--- src/rtl/data_bus_arbiter_if.sv ---
// Bundle of both requester ports, the data_memory port and arbiter status.
// The arbiter uses the slave view; the requesters plus memory use the master view.
interface data_bus_arbiter_if #(
  parameter int ADDR_W = 32,
  parameter int DATA_W = 32
);
  logic              m0_req;
  logic              m0_we;
  logic [ADDR_W-1:0] m0_addr;
  logic [DATA_W-1:0] m0_wdata;
  logic [2:0]        m0_funct3;
  logic              m0_gnt;
  logic              m0_done;
  logic [DATA_W-1:0] m0_rdata;

  logic              m1_req;
  logic              m1_we;
  logic [ADDR_W-1:0] m1_addr;
  logic [DATA_W-1:0] m1_wdata;
  logic [2:0]        m1_funct3;
  logic              m1_gnt;
  logic              m1_done;
  logic [DATA_W-1:0] m1_rdata;

  logic              mem_en;
  logic              mem_we;
  logic [ADDR_W-1:0] mem_addr;
  logic [DATA_W-1:0] mem_wdata;
  logic [2:0]        mem_funct3;
  logic [DATA_W-1:0] mem_rdata;

  logic              busy;
  logic              owner;

  modport slave (
    input  m0_req, m0_we, m0_addr, m0_wdata, m0_funct3,
    input  m1_req, m1_we, m1_addr, m1_wdata, m1_funct3,
    input  mem_rdata,
    output m0_gnt, m0_done, m0_rdata,
    output m1_gnt, m1_done, m1_rdata,
    output mem_en, mem_we, mem_addr, mem_wdata, mem_funct3,
    output busy, owner
  );

  modport master (
    output m0_req, m0_we, m0_addr, m0_wdata, m0_funct3,
    output m1_req, m1_we, m1_addr, m1_wdata, m1_funct3,
    output mem_rdata,
    input  m0_gnt, m0_done, m0_rdata,
    input  m1_gnt, m1_done, m1_rdata,
    input  mem_en, mem_we, mem_addr, mem_wdata, mem_funct3,
    input  busy, owner
  );
endinterface

--- src/rtl/data_bus_arbiter.sv ---
// Two-master arbiter for the single data_memory port: fixed priority to port 0
// with a starvation guard for port 1, one transaction in flight at a time.
module data_bus_arbiter #(
  parameter int ADDR_W       = 32,
  parameter int DATA_W       = 32,
  parameter int MEM_LATENCY  = 0,
  parameter int STARVE_LIMIT = 4
) (
  input logic               clk,
  input logic               rst,
  data_bus_arbiter_if.slave bus
);
  localparam int            SW        = $clog2(STARVE_LIMIT + 1);
  localparam logic [SW-1:0] LIMIT     = SW'(STARVE_LIMIT);
  localparam logic [3:0]    WAIT_LOAD = (MEM_LATENCY > 0) ? 4'(MEM_LATENCY - 1) : 4'd0;
  localparam bit            COMB_READ = (MEM_LATENCY == 0);

  typedef enum logic [1:0] {IDLE, ISSUE, WAIT} state_t;

  state_t            state, state_nxt;
  logic [3:0]        lat_cnt, lat_cnt_nxt;
  logic [SW-1:0]     starve_cnt;
  logic              grant, grant_port, issue, finish;

  logic              we_p1;
  logic [ADDR_W-1:0] addr_p1;
  logic [DATA_W-1:0] wdata_p1;
  logic [2:0]        funct3_p1;
  logic              owner_p1;
  logic              done0_p2, done1_p2;
  logic [DATA_W-1:0] rdata0_p2, rdata1_p2;

  function automatic logic [SW-1:0] sat_inc(input logic [SW-1:0] v);
    return (v == LIMIT) ? v : v + 1'b1;
  endfunction

  always_ff @(posedge clk) begin
    if (!rst) begin
      state   <= IDLE;
      lat_cnt <= '0;
    end else begin
      state   <= state_nxt;
      lat_cnt <= lat_cnt_nxt;
    end
  end

  always_comb begin
    state_nxt   = state;
    lat_cnt_nxt = lat_cnt;
    grant       = 1'b0;
    grant_port  = 1'b0;
    issue       = 1'b0;
    finish      = 1'b0;
    case (state)
      IDLE: begin
        // Grants are held off while reset is asserted so outputs stay quiet.
        if (rst && (bus.m0_req || bus.m1_req)) begin
          grant      = 1'b1;
          grant_port = bus.m1_req && (!bus.m0_req || starve_cnt == LIMIT);
          state_nxt  = ISSUE;
        end
      end
      ISSUE: begin
        issue = 1'b1;
        if (we_p1 || COMB_READ) begin
          finish    = 1'b1;
          state_nxt = IDLE;
        end else begin
          lat_cnt_nxt = WAIT_LOAD;
          state_nxt   = WAIT;
        end
      end
      WAIT: begin
        if (lat_cnt == 4'd0) begin
          finish    = 1'b1;
          state_nxt = IDLE;
        end else begin
          lat_cnt_nxt = lat_cnt - 4'd1;
        end
      end
      default: state_nxt = IDLE;
    endcase
  end

  always_ff @(posedge clk) begin
    if (!rst) begin
      starve_cnt <= '0;
      we_p1      <= 1'b0;
      addr_p1    <= '0;
      wdata_p1   <= '0;
      funct3_p1  <= '0;
      owner_p1   <= 1'b0;
      done0_p2   <= 1'b0;
      done1_p2   <= 1'b0;
      rdata0_p2  <= '0;
      rdata1_p2  <= '0;
    end else begin
      // p1: winner's request captured at grant, drives the memory port
      if (grant) begin
        we_p1     <= grant_port ? bus.m1_we     : bus.m0_we;
        addr_p1   <= grant_port ? bus.m1_addr   : bus.m0_addr;
        wdata_p1  <= grant_port ? bus.m1_wdata  : bus.m0_wdata;
        funct3_p1 <= grant_port ? bus.m1_funct3 : bus.m0_funct3;
        owner_p1  <= grant_port;
      end
      if (state == IDLE) begin
        if (!bus.m1_req || (grant && grant_port)) starve_cnt <= '0;
        else if (grant)                           starve_cnt <= sat_inc(starve_cnt);
      end
      // p2: completion pulse and load data returned to the owning port
      done0_p2 <= finish && !owner_p1;
      done1_p2 <= finish &&  owner_p1;
      if (finish && !we_p1) begin
        if (owner_p1) rdata1_p2 <= bus.mem_rdata;
        else          rdata0_p2 <= bus.mem_rdata;
      end
    end
  end

  assign bus.m0_gnt     = grant && !grant_port;
  assign bus.m1_gnt     = grant &&  grant_port;
  assign bus.m0_done    = done0_p2;
  assign bus.m1_done    = done1_p2;
  assign bus.m0_rdata   = rdata0_p2;
  assign bus.m1_rdata   = rdata1_p2;
  assign bus.mem_en     = issue;
  assign bus.mem_we     = issue && we_p1;
  assign bus.mem_addr   = addr_p1;
  assign bus.mem_wdata  = wdata_p1;
  assign bus.mem_funct3 = funct3_p1;
  assign bus.busy       = (state != IDLE);
  assign bus.owner      = owner_p1;
endmodule

--- src/flat_wrapper.sv ---
// flat-port wrapper written by rule: the top's interface ports become plain ports
module data_bus_arbiter_flat 
#(
  parameter int ADDR_W       = 32,
  parameter int DATA_W       = 32,
  parameter int MEM_LATENCY  = 0,
  parameter int STARVE_LIMIT = 4
)
  (clk, rst, bus_m0_req, bus_m0_we, bus_m0_addr, bus_m0_wdata, bus_m0_funct3, bus_m1_req, bus_m1_we, bus_m1_addr, bus_m1_wdata, bus_m1_funct3, bus_mem_rdata, bus_m0_gnt, bus_m0_done, bus_m0_rdata, bus_m1_gnt, bus_m1_done, bus_m1_rdata, bus_mem_en, bus_mem_we, bus_mem_addr, bus_mem_wdata, bus_mem_funct3, bus_busy, bus_owner);
  data_bus_arbiter_if #(.ADDR_W(ADDR_W), .DATA_W(DATA_W)) bus_i ();
  input logic clk;
  input logic rst;
  input wire logic [$bits(bus_i.m0_req)-1:0] bus_m0_req;
  input wire logic [$bits(bus_i.m0_we)-1:0] bus_m0_we;
  input wire logic [$bits(bus_i.m0_addr)-1:0] bus_m0_addr;
  input wire logic [$bits(bus_i.m0_wdata)-1:0] bus_m0_wdata;
  input wire logic [$bits(bus_i.m0_funct3)-1:0] bus_m0_funct3;
  input wire logic [$bits(bus_i.m1_req)-1:0] bus_m1_req;
  input wire logic [$bits(bus_i.m1_we)-1:0] bus_m1_we;
  input wire logic [$bits(bus_i.m1_addr)-1:0] bus_m1_addr;
  input wire logic [$bits(bus_i.m1_wdata)-1:0] bus_m1_wdata;
  input wire logic [$bits(bus_i.m1_funct3)-1:0] bus_m1_funct3;
  input wire logic [$bits(bus_i.mem_rdata)-1:0] bus_mem_rdata;
  output wire logic [$bits(bus_i.m0_gnt)-1:0] bus_m0_gnt;
  output wire logic [$bits(bus_i.m0_done)-1:0] bus_m0_done;
  output wire logic [$bits(bus_i.m0_rdata)-1:0] bus_m0_rdata;
  output wire logic [$bits(bus_i.m1_gnt)-1:0] bus_m1_gnt;
  output wire logic [$bits(bus_i.m1_done)-1:0] bus_m1_done;
  output wire logic [$bits(bus_i.m1_rdata)-1:0] bus_m1_rdata;
  output wire logic [$bits(bus_i.mem_en)-1:0] bus_mem_en;
  output wire logic [$bits(bus_i.mem_we)-1:0] bus_mem_we;
  output wire logic [$bits(bus_i.mem_addr)-1:0] bus_mem_addr;
  output wire logic [$bits(bus_i.mem_wdata)-1:0] bus_mem_wdata;
  output wire logic [$bits(bus_i.mem_funct3)-1:0] bus_mem_funct3;
  output wire logic [$bits(bus_i.busy)-1:0] bus_busy;
  output wire logic [$bits(bus_i.owner)-1:0] bus_owner;
  assign bus_i.m0_req = bus_m0_req;
  assign bus_i.m0_we = bus_m0_we;
  assign bus_i.m0_addr = bus_m0_addr;
  assign bus_i.m0_wdata = bus_m0_wdata;
  assign bus_i.m0_funct3 = bus_m0_funct3;
  assign bus_i.m1_req = bus_m1_req;
  assign bus_i.m1_we = bus_m1_we;
  assign bus_i.m1_addr = bus_m1_addr;
  assign bus_i.m1_wdata = bus_m1_wdata;
  assign bus_i.m1_funct3 = bus_m1_funct3;
  assign bus_i.mem_rdata = bus_mem_rdata;
  assign bus_m0_gnt = bus_i.m0_gnt;
  assign bus_m0_done = bus_i.m0_done;
  assign bus_m0_rdata = bus_i.m0_rdata;
  assign bus_m1_gnt = bus_i.m1_gnt;
  assign bus_m1_done = bus_i.m1_done;
  assign bus_m1_rdata = bus_i.m1_rdata;
  assign bus_mem_en = bus_i.mem_en;
  assign bus_mem_we = bus_i.mem_we;
  assign bus_mem_addr = bus_i.mem_addr;
  assign bus_mem_wdata = bus_i.mem_wdata;
  assign bus_mem_funct3 = bus_i.mem_funct3;
  assign bus_busy = bus_i.busy;
  assign bus_owner = bus_i.owner;
  data_bus_arbiter #(.ADDR_W(ADDR_W), .DATA_W(DATA_W), .MEM_LATENCY(MEM_LATENCY), .STARVE_LIMIT(STARVE_LIMIT)) u_core (.clk(clk), .rst(rst), .bus(bus_i));
endmodule
--- config.mk ---
export PLATFORM = sky130hd
export DESIGN_NAME = data_bus_arbiter_flat
export DESIGN_NICKNAME = d
export VERILOG_FILES = /design/src/rtl/data_bus_arbiter_if.sv /design/src/rtl/data_bus_arbiter.sv /design/src/flat_wrapper.sv
export SDC_FILE = /design/constraint.sdc
export NUM_CORES = 1
export LEC_CHECK = 0
export BUFFER_PORTS_ARGS = -buffer_cell sky130_fd_sc_hd__buf_4
export CAP_MARGIN = 20
export CORE_MARGIN = 5
export CORE_UTILIZATION = 25
export DETAILED_ROUTE_END_ITERATION = 10
export MAX_ROUTING_LAYER = met4
export PLACE_DENSITY_LB_ADDON = 0.2
export RECOVER_POWER = 50
export SETUP_SLACK_MARGIN = 0.3
export SYNTH_ARGS = -nofsm -noshare
export SYNTH_HDL_FRONTEND = slang
export SYNTH_SLANG_ARGS = --single-unit
--- constraint.sdc ---
create_clock -name clk -period 2.3 [get_ports clk]
set_clock_uncertainty 0.2 [all_clocks]
set_input_delay 0.115 -clock clk [delete_from_list [all_inputs] [get_ports clk]]
set_output_delay 0.115 -clock clk [all_outputs]
set_load 0.02 [all_outputs]
==> impl_metrics.toml, run 1 <==
[place]
dp_hpwl_um = 14500
numPlacedInstances = 1251
dpl_cell_area_mm2 = 0.00836
port_buffers = 310
gp_congestion = 0.772
dp_slack_ns = 0.394

[drt]
routedWlPerCell_um = 16.3
wl_um = 23800
via_count = 6503
drt_iter0_markers = 274
via_per_inst = 4.44
antenna_left = 0
post-route-drc-count = 0
drt_first_pass_iters = 4

[floorplanning]
start_util_pct = 25.6
row_count = 55
die_height_um = 163
io_pins = 311
die_area_mm2 = 0.0265
core_area_mm2 = 0.0228
dieWidth_um = 163

[setup_path]
path_max_fanout = 23
critPathCaptureType = "output pin"
start_kind = "flop"
required_ns = 1.99
criticalPathCategory = "flop to output pin"
arrival_ns = 1.62

[cts]
clockBufferDepth = 2
numCtsBuffers = 17
clkSinkCount = 139
clk_latency_ns = 0.41
cts.clk_slew.worst_paths_ns = 0.06
cts_htree_levels = 4
cts_tree = "yes"
cts_root_buf = "clkbuf_16"

[synth]
yosys_warnings = 0
syn_area_mm2 = 0.00583
synth_largest_area_cell = "dfxtp_1"
synthDistinctLibCells = 32
synthMostInstantiatedCell = "nand2_1"
synth_cells = 679
synth_area_leaders = "dfxtp_1, nand2_1, a21boi_0"
avgSynthCellArea_um2 = 8.59
synth_nets = 853
synthTopCellsByCount = "nand2_1, dfxtp_1, a21boi_0"
synth-main-ff-cell = "dfxtp_1"
synth_edf_count = 0
synth_seq_cells = 139
ys_seq_area_share_pct = 47.7
synthArstFlopShare_pct = 0
netlist.area_leader.share_pct = 47.7

[sta]
slew_headroom_pct = 58.4
rsz0062_at_grt = "yes"
hold_viol = 0
max_freq_ghz = 0.517
worst_slew_pin_slew_ns = 0.624
finalSetupViolCount = 0
timing.final.crit_period_ns = 1.94
fin_tns_setup_ns = 0
slew_violations = 0
worst_slack_ns = 0.364
whs_ns = 0.0798
period_share_pct = 84.2

[grt]
grtUsageTotal_pct = 17.6
grt_pass1_vias = 6898
grt_pass1_wl_um = 36300
antenna_found_initial = 1
grt-ovfl-total = 0
grt_max_degree = 139

[pwr]
vdd_ir_drop_max_mv = 0.420
p_leak_nw = 4.36
p_per_area_mw_per_mm2 = 636
finalPower_mw = 6.55

[final_layout]
drive_above_1_share_pct = 21.0
final_net_count = 1310
fin_util_pct = 45.3
instances_no_fill = 1463
finalInstanceArea_mm2 = 0.0103
area_delta_synth_final_pct = 76.7

[run]
drv_cap = 0

[worst_hold_path]
hp-class = "input port to flop"

[status]
outcome = "completed"
## timing repair
action | in CTS | in global routing
hold buffers | 169 | 0
setup buffers | 2 | 4
cloned | 3 | 1
gates resized for setup | 6 | 10
endpoints found under the hold margin | 135 | 0
setup endpoints to repair | 2 | 62
## cell type report
class	instances	area, um2
sequential	139	2790
inverter	4	27.5
clock inverter	15	128
antenna	1	2.50
multi-input combinational	473	2750
tap	313	392
timing repair buffer	500	3780
timing repair inverter	1	11.3
clock buffer	17	425
fill	2290	12500
## path summary, 6_finish.rpt
| check | start | end | slack [ns] | cells after the start |
|---|---|---|---|---|
| worst min-delay path | rst | u_core.bus.mem_addr[2] | 0.08 | 3 |
| worst min register to register | u_core.bus.mem_wdata[26] | u_core.bus.mem_wdata[26] | 0.25 | 2 |
| worst max-delay path | u_core.starve_cnt[0] | bus_m1_gnt | 0.36 | 6 |
| worst max register to register | u_core.starve_cnt[0] | u_core.bus.mem_wdata[31] | 0.40 | 8 |
## placed cells by master, fill, tap and decap left out, types with 3 or more instances in the layout
| cell | count |
|---|---|
| clkbuf_16 | 18 |
| nand3_1 | 25 |
| inv_1 | 3 |
| mux2i_1 | 24 |
| buf_4 | 186 |
| buf_12 | 3 |
| inv_8 | 4 |
| dlygate4sd3_1 | 169 |
| o22ai_1 | 41 |
| a21boi_0 | 56 |
| dfxtp_1 | 137 |
| inv_6 | 5 |
| clkbuf_1 | 136 |
| and3_1 | 46 |
| nand2_1 | 180 |
| buf_6 | 3 |
| a21boi_1 | 52 |
| clkinvlp_4 | 3 |
| o21ai_0 | 24 |
## logic make-up after synthesis
logic type	Yosys count	share of synthesized area [%]
AO/OA/AOI/OAI	182	21.4
adder cells (fa/ha/maj)	2	0.429
buffers and inverters	67	5.96
flip-flops	139	47.7
multiplexers	24	4.12
AND/OR/NAND/NOR	265	20.4
## sequential cells by signal, indices dropped and copies added (netlist names)
register and flops:
u_core.bus.mem_funct3 3, u_core.bus.m0_rdata 32, u_core.bus.m1_rdata 32, u_core.bus.owner 1
u_core.bus.mem_addr 32, u_core.bus.m0_done 1, u_core.state 1, u_core.bus.mem_wdata 32
u_core.we_p1 1, u_core.starve_cnt 3, u_core.bus.m1_done 1
## where the power goes
group / switching [mW] / leakage [nW] / internal, mW
Combinational: 0.666 / 2.95 / 0.642
Clock: 1.19 / 0.267 / 1.42
Sequential: 0.0829 / 1.14 / 2.55
Total: 1.94 / 4.36 / 4.61
## routing by layer
metal  up-vias  wire [um]  part of all wire (%)  global-route usage [%]
li1       3246          -                     -                       -
met1      2978      10400                    44                    21.0
met2       232      11400                    48                    28.7
met3        47       1260                   5.3                    4.43
met4         0        724                   3.0                    6.52
met5         -          0                     0                       -
## critical path, stage by stage (launching register included)
cell and delay, ns:
dfxtp_2 0.34, inv_1 0.04, ha_1 0.20, a21bo_2 0.23, nand3_4 0.13, inv_12 0.08, buf_4 0.17
Note: power is estimated with default switching activity, not from simulation.
==> run 2, diff against run 1 <==
==> constraint.sdc (replaced) <==
create_clock -name clk -period 1.8 [get_ports clk]
set_clock_uncertainty 0.2 [all_clocks]
set_input_delay 0.09 -clock clk [delete_from_list [all_inputs] [get_ports clk]]
set_output_delay 0.09 -clock clk [all_outputs]
set_load 0.02 [all_outputs]
==> run 2 against run 1 <==
The flow now finishes with violations (negative setup slack). Setup slack got worse by 0.38 ns. Worst hold slack improved by 0.023 ns. Sequential power rose by 28%. Via count rose by 3.6%. Die area did not move. Clock power rose by 39%. Sequential share of layout area fell by 2.9 points. Highest routed layer unchanged.
==> impl_metrics.toml, run 2 (synthesis gave the netlist of run 1 again) <==
[status]
outcome = "finished, violations left"
violations = "negative setup slack"

[sta]
worst_slack_ns = -0.0116
slew_headroom_pct = 62.2
slew_violations = 0
rsz0062_at_grt = "yes"
timing.final.crit_period_ns = 1.81
finalSetupViolCount = 2
hold_viol = 0
worst_slew_pin_slew_ns = 0.566
period_share_pct = 101
max_freq_ghz = 0.552

[cts]
cts_htree_levels = 4
clkSinkCount = 139
cts_tree = "yes"
cts_root_buf = "clkbuf_16"
cts.clk_slew.worst_paths_ns = 0.07
numCtsBuffers = 17
clockBufferDepth = 2
clk_latency_ns = 0.42

[drt]
drt_iter0_markers = 228
via_per_inst = 4.49
antenna_left = 0
wl_um = 26000
via_count = 6740
routedWlPerCell_um = 17.3
post-route-drc-count = 0
drt_first_pass_iters = 5

[setup_path]
path_depth = 7
crit_start = "u_core.starve_cnt[0]"
cp_common_cell = "buf_8"
crit_buf_inv = 4
path_cells = "inv_2 -> ha_4 -> a21bo_4 -> nand3_4 -> buf_8 -> inv_16 -> buf_8"
critPathCaptureType = "output pin"
cp_top_family = "flip-flops"
slowest_delay_ns = 0.34
path_max_fanout = 3
arrival_ns = 1.52
timing.rr.start = "u_core.starve_cnt[0]"
criticalPathCategory = "flop to output pin"
cp_slowest_cell = "dfxtp_2"
rr_worst_depth = 10
required_ns = 1.51
start_kind = "flop"

[grt]
grt_pass1_wl_um = 37500
grt_max_degree = 139
grtUsageTotal_pct = 18.4
antenna_found_initial = 0
grt-ovfl-total = 0
grt_pass1_vias = 6883

[worst_hold_path]
hp-class = "input port to flop"
hp-start = "rst"
min_path_cells = 3

[final_layout]
finalInstanceArea_mm2 = 0.0116
layout_commonest_cell = "buf_4"
mostFrequentLayoutCells = "buf_4, dlygate4sd3_1, nand2_1"
final_net_count = 1346
area_delta_synth_final_pct = 98.3
drive_above_1_share_pct = 33.9

[place]
dpl_cell_area_mm2 = 0.00853
dp_hpwl_um = 15000
dp_slack_ns = 0.0700
gp_congestion = 0.751
port_buffers = 310

[floorplanning]
start_util_pct = 25.6
die_height_um = 163
io_pins = 311
dieWidth_um = 163
row_count = 55
core_area_mm2 = 0.0228
die_area_mm2 = 0.0265

[pwr]
vdd_ir_drop_max_mv = 0.475
finalPower_mw = 8.98
p_per_area_mw_per_mm2 = 776
p_leak_nw = 5.03

[run]
drv_cap = 0
==> run 2: cell types whose count changed in the layout (fill, tap and decap cells not counted), moves of 17 or more <==
cell      change
a21boi_0     -46
a21boi_1     +30
buf_4        +23
clkbuf_1     -22
nand2_1      -39
nand2_2      +22
nand2_4      +17
o21ai_0      -23
o21ai_1      +22
o22ai_1      -39
o22ai_2      +33
==> run 2: path summary, 6_finish.rpt <==
kind,to,slack (ns)
worst max-delay path,bus_m1_gnt,-0.01
worst min-delay path,u_core.bus.m1_rdata[21],0.10
worst max register to register,u_core.bus.mem_wdata[13],0
worst min register to register,u_core.bus.mem_addr[2],0.25
==> run 2: metrics by stage <==
| stage | util, % | TNS [ns] | instances | hold WS, ns |
|---|---|---|---|---|
| 6_report | 50.8 | -0.0131 | 1500 | 0.103 |
| 2_1_floorplan | - | 0 | 679 | 0.0142 |
| 5_1_grt | 50.7 | -1.24 | 1498 | 0.121 |
| 3_5_place_dp | 37.5 | 0 | 1260 | 0.158 |
| 3_3_place_gp | 37.5 | 0 | 1260 | 0.152 |
| 4_1_cts | 49.4 | -0.0213 | 1482 | 0.0666 |
==> run 2: worst reg2reg max path, stage by stage, from the launching register on <==
cell and delay (ns):
dfxtp_2 0.34, inv_2 0.04, ha_4 0.15, a21bo_4 0.21
nand3_4 0.07, buf_8 0.14, inv_16 0.04, buf_4 0.13
buf_12 0.14, o22ai_2 0.16, a21boi_1 0.08
==> run 2: final cells by class <==
class	instances	area, um2
antenna	2	5.00
clock buffer	17	425
clock inverter	15	178
fill	2196	11200
inverter	4	31.3
multi-input combinational	476	3360
sequential	139	2790
tap	313	392
timing repair buffer	532	4360
timing repair inverter	2	22.5
==> run 2: timing repair <==
item                       in CTS  in global routing
buffers inserted               13                 11
setup endpoints to repair     138                116
gates resized for setup        64                181
pin swaps                       1                104
hold endpoints to repair      135                  0
hold buffers                  170                  0
cloned                          7                  5
==> run 2: per-layer routing <==
metal / vias to the layer above / GRT usage [%] / wire length [um]
li1: 3329 / - / -
met1: 3148 / 22.3 / 11100
met2: 221 / 29.7 / 12800
met3: 42 / 4.68 / 1420
met4: 0 / 6.90 / 660
met5: - / - / 0
==> run 2: power by group <==
part	switching [mW]	leakage, nW	total [mW]	internal [mW]
Combinational	0.963	3.60	1.97	1.01
Sequential	0.114	1.14	3.38	3.26
Clock	1.53	0.288	3.63	2.10
Total	2.61	5.03	8.98	6.37
==> run 3, diff against run 2 <==
--- a/config.mk
+++ b/config.mk
@@ -7,6 +7,7 @@
 export LEC_CHECK = 0
 export BUFFER_PORTS_ARGS = -buffer_cell sky130_fd_sc_hd__buf_4
 export CAP_MARGIN = 20
+export CORE_ASPECT_RATIO = 0.7
 export CORE_MARGIN = 5
 export CORE_UTILIZATION = 25
 export DETAILED_ROUTE_END_ITERATION = 10
==> run 3 against run 2 <==
The run still ends with negative setup slack left. Maximum frequency rose by 0.43%. Critical path depth up 2. Non-clock buffer count shrank 1. Clock power increased by 8.3%. Utilization decreased by 0.55 points. Sequential share of layout area is 0.28 points higher. Setup slack improved by 0.0077 ns. Critical path type is now flop to flop.
==> impl_metrics.toml, run 3 (synthesis gave the netlist of run 1 again) <==
[status]
outcome = "finished, violations left"
violations = "negative setup slack"

[drt]
post-route-drc-count = 0
wl_um = 26500
antenna_left = 0
via_count = 6744
drt_iter0_markers = 246
routedWlPerCell_um = 17.7
via_per_inst = 4.51
drt_first_pass_iters = 5

[sta]
slew_violations = 0
period_share_pct = 100
fin_tns_setup_ns = -0.00824
slew_headroom_pct = 62.3
finalSetupViolCount = 3
worst_slack_ns = -0.00383
hold_viol = 0
rsz0062_at_grt = "yes"
worst_slew_pin_slew_ns = 0.566
timing.final.crit_period_ns = 1.80
max_freq_ghz = 0.554

[setup_path]
required_ns = 1.91
rr_worst_depth = 9
cp_slowest_cell = "dfxtp_2"
cp_common_cell = "buf_12"
critPathCaptureType = "flop"
path_max_fanout = 6
slowest_delay_ns = 0.34
rrSetupSlack_ns = -0.004
crit_end = "u_core.bus.mem_wdata[30]"
reg2reg_to = "u_core.bus.mem_wdata[30]"
arrival_ns = 1.91
timing.rr.start = "u_core.starve_cnt[1]"
start_kind = "flop"
path_cells = "inv_2 -> ha_4 -> a21bo_2 -> nand3_2 -> buf_12 -> buf_12 -> buf_12 -> mux2i_2 -> o21ai_1"
crit_start = "u_core.starve_cnt[1]"
criticalPathCategory = "flop to flop"

[place]
dp_hpwl_um = 15000
numPlacedInstances = 1257
gp_congestion = 0.749
port_buffers = 310
dpl_cell_area_mm2 = 0.00854

[final_layout]
layout_commonest_cell = "buf_4"
final_net_count = 1345
area_delta_synth_final_pct = 96.3
drive_above_1_share_pct = 31.6
fillers = 2208
mostFrequentLayoutCells = "buf_4, dlygate4sd3_1, nand2_1"
diodes = 0
instances_no_fill = 1496
finalInstanceArea_mm2 = 0.0114

[floorplanning]
core_area_mm2 = 0.0228
dieWidth_um = 193
start_util_pct = 25.6
io_pins = 311
die_area_mm2 = 0.0265
row_count = 46
die_height_um = 138

[worst_hold_path]
hp-class = "input port to flop"

[pwr]
p_per_area_mw_per_mm2 = 813
p_leak_nw = 5.00
vdd_ir_drop_max_mv = 0.574

[cts]
clk_latency_ns = 0.42
clockBufferDepth = 2
clkSinkCount = 139
cts_tree = "yes"
cts_htree_levels = 4
cts_root_buf = "clkbuf_16"
cts.clk_slew.worst_paths_ns = 0.06
numCtsBuffers = 17

[grt]
grtUsageMet1_pct = 24.6
grt_max_degree = 139
grtUsageTotal_pct = 18.9
top_usage_layer = "met2"
antenna_found_initial = 0
grt_pass1_wl_um = 37500
use_met3_pct = 5.88
grt-ovfl-total = 0
met2_usage_pct = 28.0
grt_pass1_vias = 6701

[run]
drv_cap = 0
==> run 3: cell count changes in the layout (fill, tap and decap cells not counted), sizes merged <==
cell	before	now
clkinvlp	3	0
inv	15	6
bufinv	2	5
diode	2	0
clkbuf	134	140
buf	245	242
clkinv	1	6
==> run 3: repair_timing <==
| action | CTS | global route |
|---|---|---|
| endpoints found under the hold margin | 135 | 0 |
| setup buffers | 17 | 6 |
| cloned | 8 | 6 |
| gates resized for setup | 57 | 143 |
| endpoints found under the setup margin | 111 | 117 |
| pin swaps | 5 | 53 |
| hold buffers | 170 | 0 |
==> run 3: through the flow <==
stage / util [%] / power (mW) / hold WS (ns) / setup slack, ns
2_1_floorplan: - / 4.16 / 0.0142 / 0.161
3_3_place_gp: 37.5 / 4.95 / 0.152 / 0.0806
3_5_place_dp: 37.5 / 4.95 / 0.157 / 0.0730
4_1_cts: 49.6 / 9.36 / 0.0692 / -0.0200
5_1_grt: 50.2 / 9.69 / 0.0855 / -0.0720
6_report: 50.2 / 9.30 / 0.0869 / -0.00383
==> run 3: power by group <==
group	internal [mW]	switching, mW	total, mW	leakage [nW]
combinational	1.02	0.975	1.99	3.54
clock	2.54	1.40	3.93	0.321
sequential	3.26	0.114	3.38	1.14
==> run 3: layer usage <==
layer / part of all wire, % / up-vias
met5: 0 / -
met3: 7.9 / 34
met2: 44 / 253
li1: - / 3329
met1: 46 / 3128
met4: 2.0 / 0
==> run 3: worst min path at each step <==
stage / start / endpoint / slack, ns / cells after the start
after detailed placement: bus_mem_rdata[26] / u_core.bus.m0_rdata[26] / 0.16 / 3
after CTS: rst / u_core.starve_cnt[0] / 0.07 / 4
after global placement: bus_mem_rdata[24] / u_core.bus.m0_rdata[24] / 0.15 / 3
final: rst / u_core.starve_cnt[0] / 0.09 / 4
after global routing: rst / u_core.starve_cnt[0] / 0.09 / 4
after floorplan: bus_m1_req / u_core.starve_cnt[0] / 0.01 / 2
==> run 3: final cells by class <==
class                   count  area [um2]  share of cell area, %
multi-input cells         476        3150                   27.5
well taps                 312         390                   3.41
inverters                   4        31.3                  0.273
clock inverters            11         191                   1.67
repair inverters            2        22.5                  0.197
clock buffers              21         460                   4.02
repair buffers            531        4410                   38.5
flip-flops and latches    139        2800                   24.4
==> run 3: critical path, delay by kind of cell (launching register included) <==
kind | cells | cell delay (ns)
AO/OA/AOI/OAI | 2 | 0.26
flip-flops | 1 | 0.34
adder cells (fa/ha/maj) | 1 | 0.15
AND/OR/NAND/NOR | 1 | 0.08
buffers and inverters | 4 | 0.45
multiplexers | 1 | 0.22
